### src/rtl/wb_pkg.sv
// Shared Wishbone definitions: bus widths, the stream-master state encoding
// and the response record handed back on the response stream.
package wb_pkg;

    // Generic Wishbone bus widths used by every initiator and target on this bus
    localparam int WB_ADDRESS_WIDTH = 32;
    localparam int WB_DATA_WIDTH    = 32;

    // Stream-master transaction phases: waiting for a command, running a
    // single classic cycle on the bus, and presenting the response.
    typedef enum logic [1:0] {
        IDLE = 2'd0,
        BUS  = 2'd1,
        RESP = 2'd2
    } wb_master_state_t;

    // Response record: read data (zero for writes and timeouts) and the
    // timeout flag.
    typedef struct packed {
        logic [WB_DATA_WIDTH-1:0] dat;
        logic                     err;
    } wb_rsp_t;

endpackage

### src/rtl/wb_stream_master.sv
// Wishbone initiator that turns a valid/ready command stream into single
// classic Wishbone cycles and returns one response per command. A bus timer
// aborts cycles to unmapped addresses, and a saturating counter records how
// many aborts have happened since reset.
module wb_stream_master
    import wb_pkg::*;
#(
    parameter int ADDRESS_WIDTH     = WB_ADDRESS_WIDTH,
    parameter int DATA_WIDTH        = WB_DATA_WIDTH,
    parameter int TIMEOUT_CYCLES    = 1024,
    parameter int TIMEOUT_CNT_WIDTH = 16
) (
    input  logic                         clk,
    input  logic                         rst,

    input  logic                         cmd_valid,
    output logic                         cmd_ready,
    input  logic                         cmd_we,
    input  logic [ADDRESS_WIDTH-1:0]     cmd_adr,
    input  logic [DATA_WIDTH-1:0]        cmd_dat,

    output logic                         rsp_valid,
    input  logic                         rsp_ready,
    output logic [DATA_WIDTH-1:0]        rsp_dat,
    output logic                         rsp_err,

    output logic [ADDRESS_WIDTH-1:0]     wb_adr,
    output logic [DATA_WIDTH-1:0]        wb_dat_i,
    input  logic [DATA_WIDTH-1:0]        wb_dat_o,
    output logic                         wb_we,
    output logic                         wb_stb,
    output logic                         wb_cyc,
    input  logic                         wb_ack,

    output logic [TIMEOUT_CNT_WIDTH-1:0] timeout_count
);

    // The timer counts stb-high cycles without ack; it only needs to reach
    // TIMEOUT_CYCLES-1, at which point the next ack-less edge aborts.
    localparam int                     TIMER_WIDTH = $clog2(TIMEOUT_CYCLES + 1);
    localparam logic [TIMER_WIDTH-1:0] TIMER_LAST  = TIMER_WIDTH'(TIMEOUT_CYCLES - 1);

    wb_master_state_t               state_q,         state_d;
    logic [ADDRESS_WIDTH-1:0]       wb_adr_q,        wb_adr_d;
    logic [DATA_WIDTH-1:0]          wb_dat_q,        wb_dat_d;
    logic                           wb_we_q,         wb_we_d;
    logic                           wb_active_q,     wb_active_d;
    logic                           rsp_valid_q,     rsp_valid_d;
    wb_rsp_t                        rsp_q,           rsp_d;
    logic [TIMER_WIDTH-1:0]         timer_q,         timer_d;
    logic [TIMEOUT_CNT_WIDTH-1:0]   timeout_count_q, timeout_count_d;

    // Commands are only taken in IDLE, and never while reset is held.
    assign cmd_ready = (state_q == IDLE) & ~rst;

    // Single-access cycles only, so stb and cyc share one register and can
    // never disagree.
    assign wb_adr        = wb_adr_q;
    assign wb_dat_i      = wb_dat_q;
    assign wb_we         = wb_we_q;
    assign wb_stb        = wb_active_q;
    assign wb_cyc        = wb_active_q;
    assign rsp_valid     = rsp_valid_q;
    assign rsp_dat       = rsp_q.dat;
    assign rsp_err       = rsp_q.err;
    assign timeout_count = timeout_count_q;

    // State and datapath registers; the async reset drops cyc/stb and any
    // pending response immediately, without waiting for a clock edge.
    always_ff @(posedge clk or posedge rst) begin
        if (rst) begin
            state_q         <= IDLE;
            wb_adr_q        <= '0;
            wb_dat_q        <= '0;
            wb_we_q         <= 1'b0;
            wb_active_q     <= 1'b0;
            rsp_valid_q     <= 1'b0;
            rsp_q           <= '0;
            timer_q         <= '0;
            timeout_count_q <= '0;
        end else begin
            state_q         <= state_d;
            wb_adr_q        <= wb_adr_d;
            wb_dat_q        <= wb_dat_d;
            wb_we_q         <= wb_we_d;
            wb_active_q     <= wb_active_d;
            rsp_valid_q     <= rsp_valid_d;
            rsp_q           <= rsp_d;
            timer_q         <= timer_d;
            timeout_count_q <= timeout_count_d;
        end
    end

    // Next-state and datapath: accept a command in IDLE, run the bus cycle
    // until ack or timeout in BUS, hold the response in RESP until consumed.
    // Ack and command inputs are only looked at in their own state.
    always_comb begin
        state_d         = state_q;
        wb_adr_d        = wb_adr_q;
        wb_dat_d        = wb_dat_q;
        wb_we_d         = wb_we_q;
        wb_active_d     = wb_active_q;
        rsp_valid_d     = rsp_valid_q;
        rsp_d           = rsp_q;
        timer_d         = timer_q;
        timeout_count_d = timeout_count_q;

        unique case (state_q)
            IDLE: begin
                if (cmd_valid) begin
                    wb_adr_d    = cmd_adr;
                    wb_dat_d    = cmd_dat;
                    wb_we_d     = cmd_we;
                    wb_active_d = 1'b1;
                    timer_d     = '0;
                    state_d     = BUS;
                end
            end

            BUS: begin
                if (wb_ack) begin
                    wb_active_d = 1'b0;
                    wb_we_d     = 1'b0;
                    rsp_valid_d = 1'b1;
                    rsp_d.err   = 1'b0;
                    rsp_d.dat   = wb_we_q ? '0 : wb_dat_o;
                    state_d     = RESP;
                end else if (timer_q == TIMER_LAST) begin
                    wb_active_d = 1'b0;
                    wb_we_d     = 1'b0;
                    rsp_valid_d = 1'b1;
                    rsp_d.err   = 1'b1;
                    rsp_d.dat   = '0;
                    if (timeout_count_q != '1) begin
                        timeout_count_d = timeout_count_q + 1'b1;
                    end
                    state_d     = RESP;
                end else begin
                    timer_d = timer_q + 1'b1;
                end
            end

            RESP: begin
                if (rsp_ready) begin
                    rsp_valid_d = 1'b0;
                    state_d     = IDLE;
                end
            end

            default: begin
                state_d     = IDLE;
                wb_active_d = 1'b0;
                rsp_valid_d = 1'b0;
            end
        endcase
    end

endmodule

### config.mk
export PLATFORM = sky130hd
export DESIGN_NAME = wb_stream_master
export DESIGN_NICKNAME = d
export VERILOG_FILES = /design/src/rtl/wb_pkg.sv /design/src/rtl/wb_stream_master.sv
export SDC_FILE = /design/constraint.sdc
export NUM_CORES = 1
export LEC_CHECK = 0
export CAP_MARGIN = 20
export CORE_ASPECT_RATIO = 1.75
export CORE_MARGIN = 3
export CORE_UTILIZATION = 44
export CTS_CLUSTER_SIZE = 10
export DETAILED_ROUTE_END_ITERATION = 12
export PLACE_DENSITY = 0.79
export SYNTH_ARGS = -nofsm -noshare
export SYNTH_HDL_FRONTEND = slang
export SYNTH_SLANG_ARGS = --single-unit
export TNS_END_PERCENT = 30
### constraint.sdc
create_clock -name clk -period 4.8 [get_ports clk]
set_clock_uncertainty 0.05 [all_clocks]
set_input_delay 0.72 -clock clk [delete_from_list [all_inputs] [get_ports clk]]
set_output_delay 0.72 -clock clk [all_outputs]
set_load 0.05 [all_outputs]
# Word level (Yosys, flattened, before mapping)
# Index checks and enable logic that the tools add are counted.
[word_totals]
regBits = 129
inputBits = 102
out_inout_bits = 118
[op_classes]
add_sub_neg = 2
eq_ne = 9
mux = 22
bitwise = 5
n_reduce_logical = 11
[ops]
columns = ["cell", "count"]
rows = [
  ["$mux W33", 2],
  ["$mux W11", 3],
  ["$mux W32", 1],
  ["$pmux W11 S2", 1],
  ["$add A16 B1 Y16 const B", 1],
  ["$ne A16 B16 Y1 const B", 1],
  ["$reduce_and A3 Y1", 4],
  ["$add A11 B1 Y11 const B", 1],
  ["$eq A11 B10 Y1 const B", 1],
  ["$mux W2", 4],
  ["$ne A2 B2 Y1 const B", 4],
  ["$reduce_and A4 Y1", 2],
  ["$mux W1", 7],
  ["$pmux W1 S3", 2],
  ["$pmux W2 S3", 1],
  ["$not A1 Y1", 4],
  ["$reduce_and A2 Y1", 2],
  ["$reduce_bool A2 Y1", 2],
  ["$ne A3 B3 Y1 const B", 1],
  ["$eq A2 B1 Y1 const B", 1],
  ["$eq A2 B2 Y1 const B", 1],
  ["$logic_not A2 Y1", 1],
  ["$pmux W1 S2", 1],
  ["$and A1 B1 Y1", 1],
]

# Logic depth before layout (Yosys ltp)
# Gate-level depths: netlist of the first run.
[depth]
depth_word = 4
depth_mapped = 7
depth_no_buf = 5

# Least setup slack after synthesis of the first run
# No wires, ideal clock.
[synth_timing]
path_type = "input port to output port"
start = "input rst"
end = "output cmd_ready"
arrival_ns = 1.765
slack_ns = 2.265
path_stages = 1
cell_sequence = "nor3_1"
[synth_between]
elab_chain_cells = 2
[synth_lines]
columns = ["element", "line", "text"]
rows = [
  ["start: declaration", "wb_stream_master.sv:14", "input logic rst,"],
  ["$not A1 Y1", "wb_stream_master.sv:54", "assign cmd_ready = (state_q == IDLE) & ~rst;"],
  ["$and A1 B1 Y1", "wb_stream_master.sv:54", ""],
  ["end: declaration", "wb_stream_master.sv:17", "output logic cmd_ready,"],
]
# No other way between the ends.

# Final worst setup path of the first run
# Ends and elaborated chain as after synthesis.

==> metrics, run 1 <==
status=completed; RSZ-0062 raised after global routing=no; Detailed Route Iter0 Violations=192; clock sinks=129; Switching Fraction=44.8%; synthesized area per cell=9.67 um2; Final Hold Violating Endpoints=0; Slowest cell on crit path=clkdlybuf4s50_1; most common cell after layout, fill and taps aside=nand2_1; Max Clock Freq=0.338 GHz; Worst path max stage delay=0.83 ns; setup TNS=0 ns; pwr dens=729 nW/um2; H-tree depth=4; CTS buffer count=17; Yosys top cell area share=57.6%; Initial Util=44.9%; ys async rst share=100%; total grt overflow=0; CTS Hold Buffers Added=0; Post-synth EDFFs=0; Area Growth Syn to Fin=54.4%; WS Path Type=in -> out; cell count after synthesis=580; Synth area leaders=dfrtp_1 (58%), nand2_1 (16%), mux2i_1 (6.4%), inv_1 (2.4%), xor2_1 (2.3%); total track usage=21.3%; number of global-route vias before repair=4977; CTS Root Buffer Type=clkbuf_16; Worst EP required=4.03 ns; hpwl dp=10800 um; worst rel slew slack=50.1%; combinational share of power=49.2%; syn_nets=684; final setup fails=0; num rows=54; Int Pwr=0.00349 W; Net Sw Power=0.00282 W; # IOs=220; DRC=0; Via Count=4764; Tightest Pin Transition=0.746 ns; Min Clock Period, post-route=2.95 ns; clock buffer depth=2; post-synthesis register bit count=129; Clock Power Share=23.2%; Netlist cell types=48; pre-CTS WS=1.78 ns; cell mode on critical path=clkdlybuf4s50_1; crit-path cells=clkdlybuf4s50_1 -> nor3_1 -> clkdlybuf4s50_1; maxcap violations=0; CTS tree=done; layout cells sized above 1=7.18%; antenna-violating nets left=0; Startpoint Class=primary input; Seq pwr share=27.6%; Final WS setup=1.85 ns; chip height=155 um; maximum VDD drop=434 uV; crit path capture type=output pin; router iterations before antenna repair=4; Avg WL per Cell=15.3 um; PostCTS Resize Cnt=0; Synth area leader=dfrtp_1; total number of yosys warnings=0; clk slew on worst S/H paths=0.06 ns; Seq/Total Area, Yosys=57.6%; routability cong.=0.839; die area=14200 um2; core box area=12500 um2; vias per inst=4.88; most frequent cells in the layout=nand2_1 (243), clkdlybuf4s50_1 (219), dfrtp_1 (129); max-slew violations=0; leakage=4.01 nW; diode count=0; postcts setup bufs=0; first-pass GRT wire length=23900 um; Total Wirelength=14900 um; Core Util, Final=69.3%; mapped cell area=5610 um2; Skew-Pair Late Insertion Delay=0.41 ns; Die X=91.3 um; # port buffers=219; filler cell count=906; CP Max Fanout=2; worst hold path type=reg -> reg; fin crit share=61.6%; Buf/Inv on CP=2; Primary FF master, synth=dfrtp_1; pin count of the biggest net entering global routing=130; initial antenna violation count=0; nets=900; CP arrival=2.18 ns; delay-heaviest family, CP=buffers and inverters
-- worst paths after layout --
check                                  from               end  slack, ns  depth (start not counted)
worst min-delay path            wb_dat_i[6]       wb_dat_i[6]       0.42                          2
worst min register to register  wb_dat_i[6]       wb_dat_i[6]       0.42                          2
worst max-delay path                    rst         cmd_ready       1.85                          3
max in group asynchronous               rst        rsp_dat[9]       3.35                          3
worst max register to register   state_q[0]  timeout_count[1]       2.37                          4
min in group asynchronous               rst         rsp_valid       0.82                          3
-- per-layer routing --
layer / up-vias / global-route usage [%] / wire length, um
li1: 2293 / - / -
met5: - / 0 / 0
met2: 175 / 37.3 / 7900
met1: 2258 / 22.8 / 5530
met4: 0 / 10.7 / 522
met3: 38 / 6.82 / 942
-- cells in the mapped netlist, types with 2 or more instances --
master / n
dfrtp_1: 129
nor3_2: 2
a21oi_1: 5
o22ai_1: 2
a211o_1: 2
nand2b_1: 2
xor2_1: 15
clkbuf_1: 19
or2_2: 2
nand4_1: 6
nand3_1: 8
mux2i_1: 36
nor4_1: 3
buf_1: 2
nor4_4: 4
inv_1: 36
or3_1: 2
buf_2: 4
nor3_1: 4
nand2_1: 244
o31ai_1: 3
ha_1: 2
nor4b_1: 4
and4_1: 2
and2_1: 3
nor2_1: 9
and2b_1: 2
o21ai_0: 4
a31o_2: 2
and3_1: 4
-- final cells by class --
| type | count | area [um2] | share of cell area, % |
|---|---|---|---|
| clock buffers | 19 | 443 | 5.12 |
| clock inverters | 12 | 230 | 2.66 |
| inverters | 36 | 138 | 1.59 |
| multi-input cells | 387 | 2130 | 24.6 |
| flip-flops and latches | 129 | 3230 | 37.3 |
| well taps | 168 | 210 | 2.43 |
| repair buffers | 225 | 2280 | 26.4 |
-- cell families (layout without fill, tap and decap cells) --
family | count (synthesis) | after routing | share of synthesized area [%]
xor gates and xnor gates | 15 | 15 | 2.34
adders and majority gates | 2 | 2 | 0.446
DFF | 129 | 129 | 57.6
AOI/OAI and AO/OA | 25 | 25 | 3.24
buffers and inverters | 64 | 292 | 4.87
muxes | 37 | 37 | 6.63
and+or+nand+nor | 308 | 308 | 24.9
-- sequential cells by signal, summed over array words and instances, names as in the netlist --
name and flops:
wb_dat_i 32, rsp_dat 32, rsp_valid 1, timer_q 11
rsp_err 1, wb_adr 32, timeout_count 16, state_q 2
wb_we 1, wb_cyc 1
-- power by group through the flow --
| stage | sequential (W) | clock (W) | combinational, W |
|---|---|---|---|
| 2_1_floorplan | 0.00306 | 0 | 0.000686 |
| 3_3_place_gp | 0.00173 | 0 | 0.00305 |
| 3_5_place_dp | 0.00175 | 0 | 0.00312 |
| 4_1_cts | 0.00174 | 0.00149 | 0.00313 |
| 5_1_grt | 0.00180 | 0.00154 | 0.00327 |
| 6_report | 0.00174 | 0.00146 | 0.00311 |
-- worst register-to-register path: stages, from the launching register on --
cell,delay (ns)
dfrtp_1,0.56
or3b_4,0.44
or4_4,0.68
nor2_1,0.23
mux2_2,0.36
-- metrics by stage --
| stage | std cells | area [um2] | hold WS, ns | total power, W |
|---|---|---|---|---|
| after floorplan | 580 | 5610 | 0.427 | 0.00375 |
| after detailed placement | 945 | 7980 | 0.411 | 0.00488 |
| final | 976 | 8660 | 0.424 | 0.00631 |
| after global placement | 942 | 7930 | 0.406 | 0.00478 |
| after global routing | 976 | 8660 | 0.451 | 0.00661 |
| after CTS | 976 | 8660 | 0.426 | 0.00637 |
No activity file was read; power rests on OpenSTA's default activity.
==> run 2: changes to the inputs <==
--- a/config.mk
+++ b/config.mk
@@ -8,10 +8,10 @@
 export CAP_MARGIN = 20
 export CORE_ASPECT_RATIO = 1.75
 export CORE_MARGIN = 3
-export CORE_UTILIZATION = 44
+export CORE_UTILIZATION = 40
 export CTS_CLUSTER_SIZE = 10
 export DETAILED_ROUTE_END_ITERATION = 12
-export PLACE_DENSITY = 0.79
+export PLACE_DENSITY = 0.75
 export SYNTH_ARGS = -nofsm -noshare
 export SYNTH_HDL_FRONTEND = slang
 export SYNTH_SLANG_ARGS = --single-unit
==> constraint.sdc (replaced) <==
create_clock -name clk -period 2.55 [get_ports clk]
set_clock_uncertainty 0.05 [all_clocks]
set_input_delay 0.3825 -clock clk [delete_from_list [all_inputs] [get_ports clk]]
set_output_delay 0.3825 -clock clk [all_outputs]
set_load 0.05 [all_outputs]
==> run 2 against run 1 <==
Compared with the run above:
- sequential cell count is the same
- clock power grew 86%
- count of clock-buffer cells in the layout grew 1
- power grew 88%
- first-iteration DRC count shrank 24%
- via count grew 3.3%
- critical path type is now reg -> reg
- largest power group unchanged
- die area grew 9.5%
- final cell count grew 1.8%
- critical path depth grew 1
- global-route usage grew 0.18 points
- worst hold slack lost 0.0045 ns
==> metrics, run 2 (synthesized netlist as in run 1, its figures left out) <==
worst hold path type=reg -> reg; RSZ-0062 raised after global routing=no; antenna-violating nets left=0; vias per inst=4.95; Power, Total=0.0119 W; Int Pwr=0.00654 W; number of global-route vias before repair=5399; Worst EP required=2.84 ns; Switching Fraction=45.0%; Seq pwr share=27.4%; r2r worst-path depth=4; maximum VDD drop=995 uV; Buf/Inv on CP=0; max-slew violations=0; routability cong.=0.842; CTS Root Buffer Type=clkbuf_16; crit-path cells=or3b_4 -> or4_4 -> nor4b_1 -> xor2_1; most common cell after layout, fill and taps aside=nand2_1; Clock Power Share=22.9%; leakage=4.05 nW; pin count of the biggest net entering global routing=87; DRC=0; CP Max Fanout=14; Net Sw Power=0.00535 W; cell area after layout=8720 um2; chip height=163 um; Area Growth Syn to Fin=55.6%; Min Clock Period, post-route=2.34 ns; Via Count=4921; crit path capture type=flip-flop; Slowest cell on crit path=or4_4; total track usage=21.4%; Tightest Pin Transition=0.634 ns; initial antenna violation count=0; filler cell count=1096; Max Clock Freq=0.427 GHz; Avg WL per Cell=15.9 um; final setup fails=0; status=completed; total grt overflow=0; met3 Usage GRT=6.15%; WS Path Type=reg -> reg; pwr dens=1360 nW/um2; first-pass GRT wire length=26000 um; Startpoint Class=flip-flop; CP arrival=2.63 ns; Initial Util=41.2%; H-tree depth=4; CTS Hold Buffers Added=0; maxcap violations=0; # IOs=220; core box area=13600 um2; Die X=95.5 um; router iterations before antenna repair=4; routing usage on met1=22.4%; Total Wirelength=15800 um; diode count=0; PostCTS Resize Cnt=0; num rows=56; nets=911; CTS tree=done; combinational share of power=49.7%; met2 usage in global routing=38.3%; Skew-Pair Late Insertion Delay=0.41 ns; clk slew on worst S/H paths=0.06 ns; # port buffers=219; hold path depth=2; worst rel slew slack=57.6%; Worst path max stage delay=0.66 ns; CTS buffer count=17; clock buffer depth=2; dpl cell area=8050 um2; clock sinks=129; Final Hold Violating Endpoints=0; layout cells sized above 1=8.78%; Detailed Route Iter0 Violations=145; postcts setup bufs=0; busiest grt layer=met2; most frequent cells in the layout=nand2_1 (243), clkdlybuf4s50_1 (218), dfrtp_1 (129); delay-heaviest family, CP=simple AND/OR/NAND/NOR gates; Crit path depth=4; hpwl dp=11700 um; fin crit share=91.9%; die area=15500 um2
-- run 2: layer usage --
metal	routed length (um)	vias up
met4	678	0
met3	884	48
met1	5620	2377
met2	8580	181
met5	0	-
li1	-	2315
-- run 2: power by group through the flow --
| stage | registers, W | clock network (W) | logic [W] |
|---|---|---|---|
| after CTS | 0.00327 | 0.00279 | 0.00598 |
| after global routing | 0.00337 | 0.00288 | 0.00625 |
| after floorplan | 0.00576 | 0 | 0.00129 |
| after detailed placement | 0.00329 | 0 | 0.00596 |
| final | 0.00326 | 0.00272 | 0.00591 |
| after global placement | 0.00325 | 0 | 0.00585 |
-- run 2: final timing paths --
path	start	end	slack (ns)
setup / recovery	state_q[1]	timeout_count[6]	0.21
hold / removal	wb_adr[25]	wb_adr[25]	0.42
setup reg to reg	state_q[1]	timeout_count[6]	0.21
max in group asynchronous	rst	wb_dat_i[11]	1.53
hold reg to reg	wb_adr[25]	wb_adr[25]	0.42
min in group asynchronous	rst	timer_q[2]	0.49
-- run 2: worst register-to-register path, delay by kind of cell (launching register included) --
kind | cells | cell delay (ns)
AND/OR/NAND/NOR | 3 | 1.57
flip-flops | 1 | 0.47
XOR/XNOR | 1 | 0.18
-- run 2: layout make-up --
class	instances	area, um2	share of cell area (%)
Tap cell	174	218	2.50
Clock buffer	20	467	5.35
Multi-Input combinational cell	387	2130	24.4
Clock inverter	12	203	2.32
Inverter	36	139	1.59
Timing Repair Buffer	236	2340	26.9
Sequential cell	129	3230	37.0
-- run 2: stage by stage --
stage / hold WS, ns / worst slack (ns) / util (%) / setup TNS (ns) / cells
2_1_floorplan: 0.422 / 0.116 / - / 0 / 580
3_3_place_gp: 0.408 / -0.0594 / 59.2 / -0.114 / 962
3_5_place_dp: 0.412 / -0.0928 / 59.2 / -0.406 / 962
4_1_cts: 0.426 / 0.231 / 64.2 / 0 / 994
5_1_grt: 0.441 / 0.145 / 64.2 / 0 / 994
6_report: 0.419 / 0.205 / 64.2 / 0 / 994
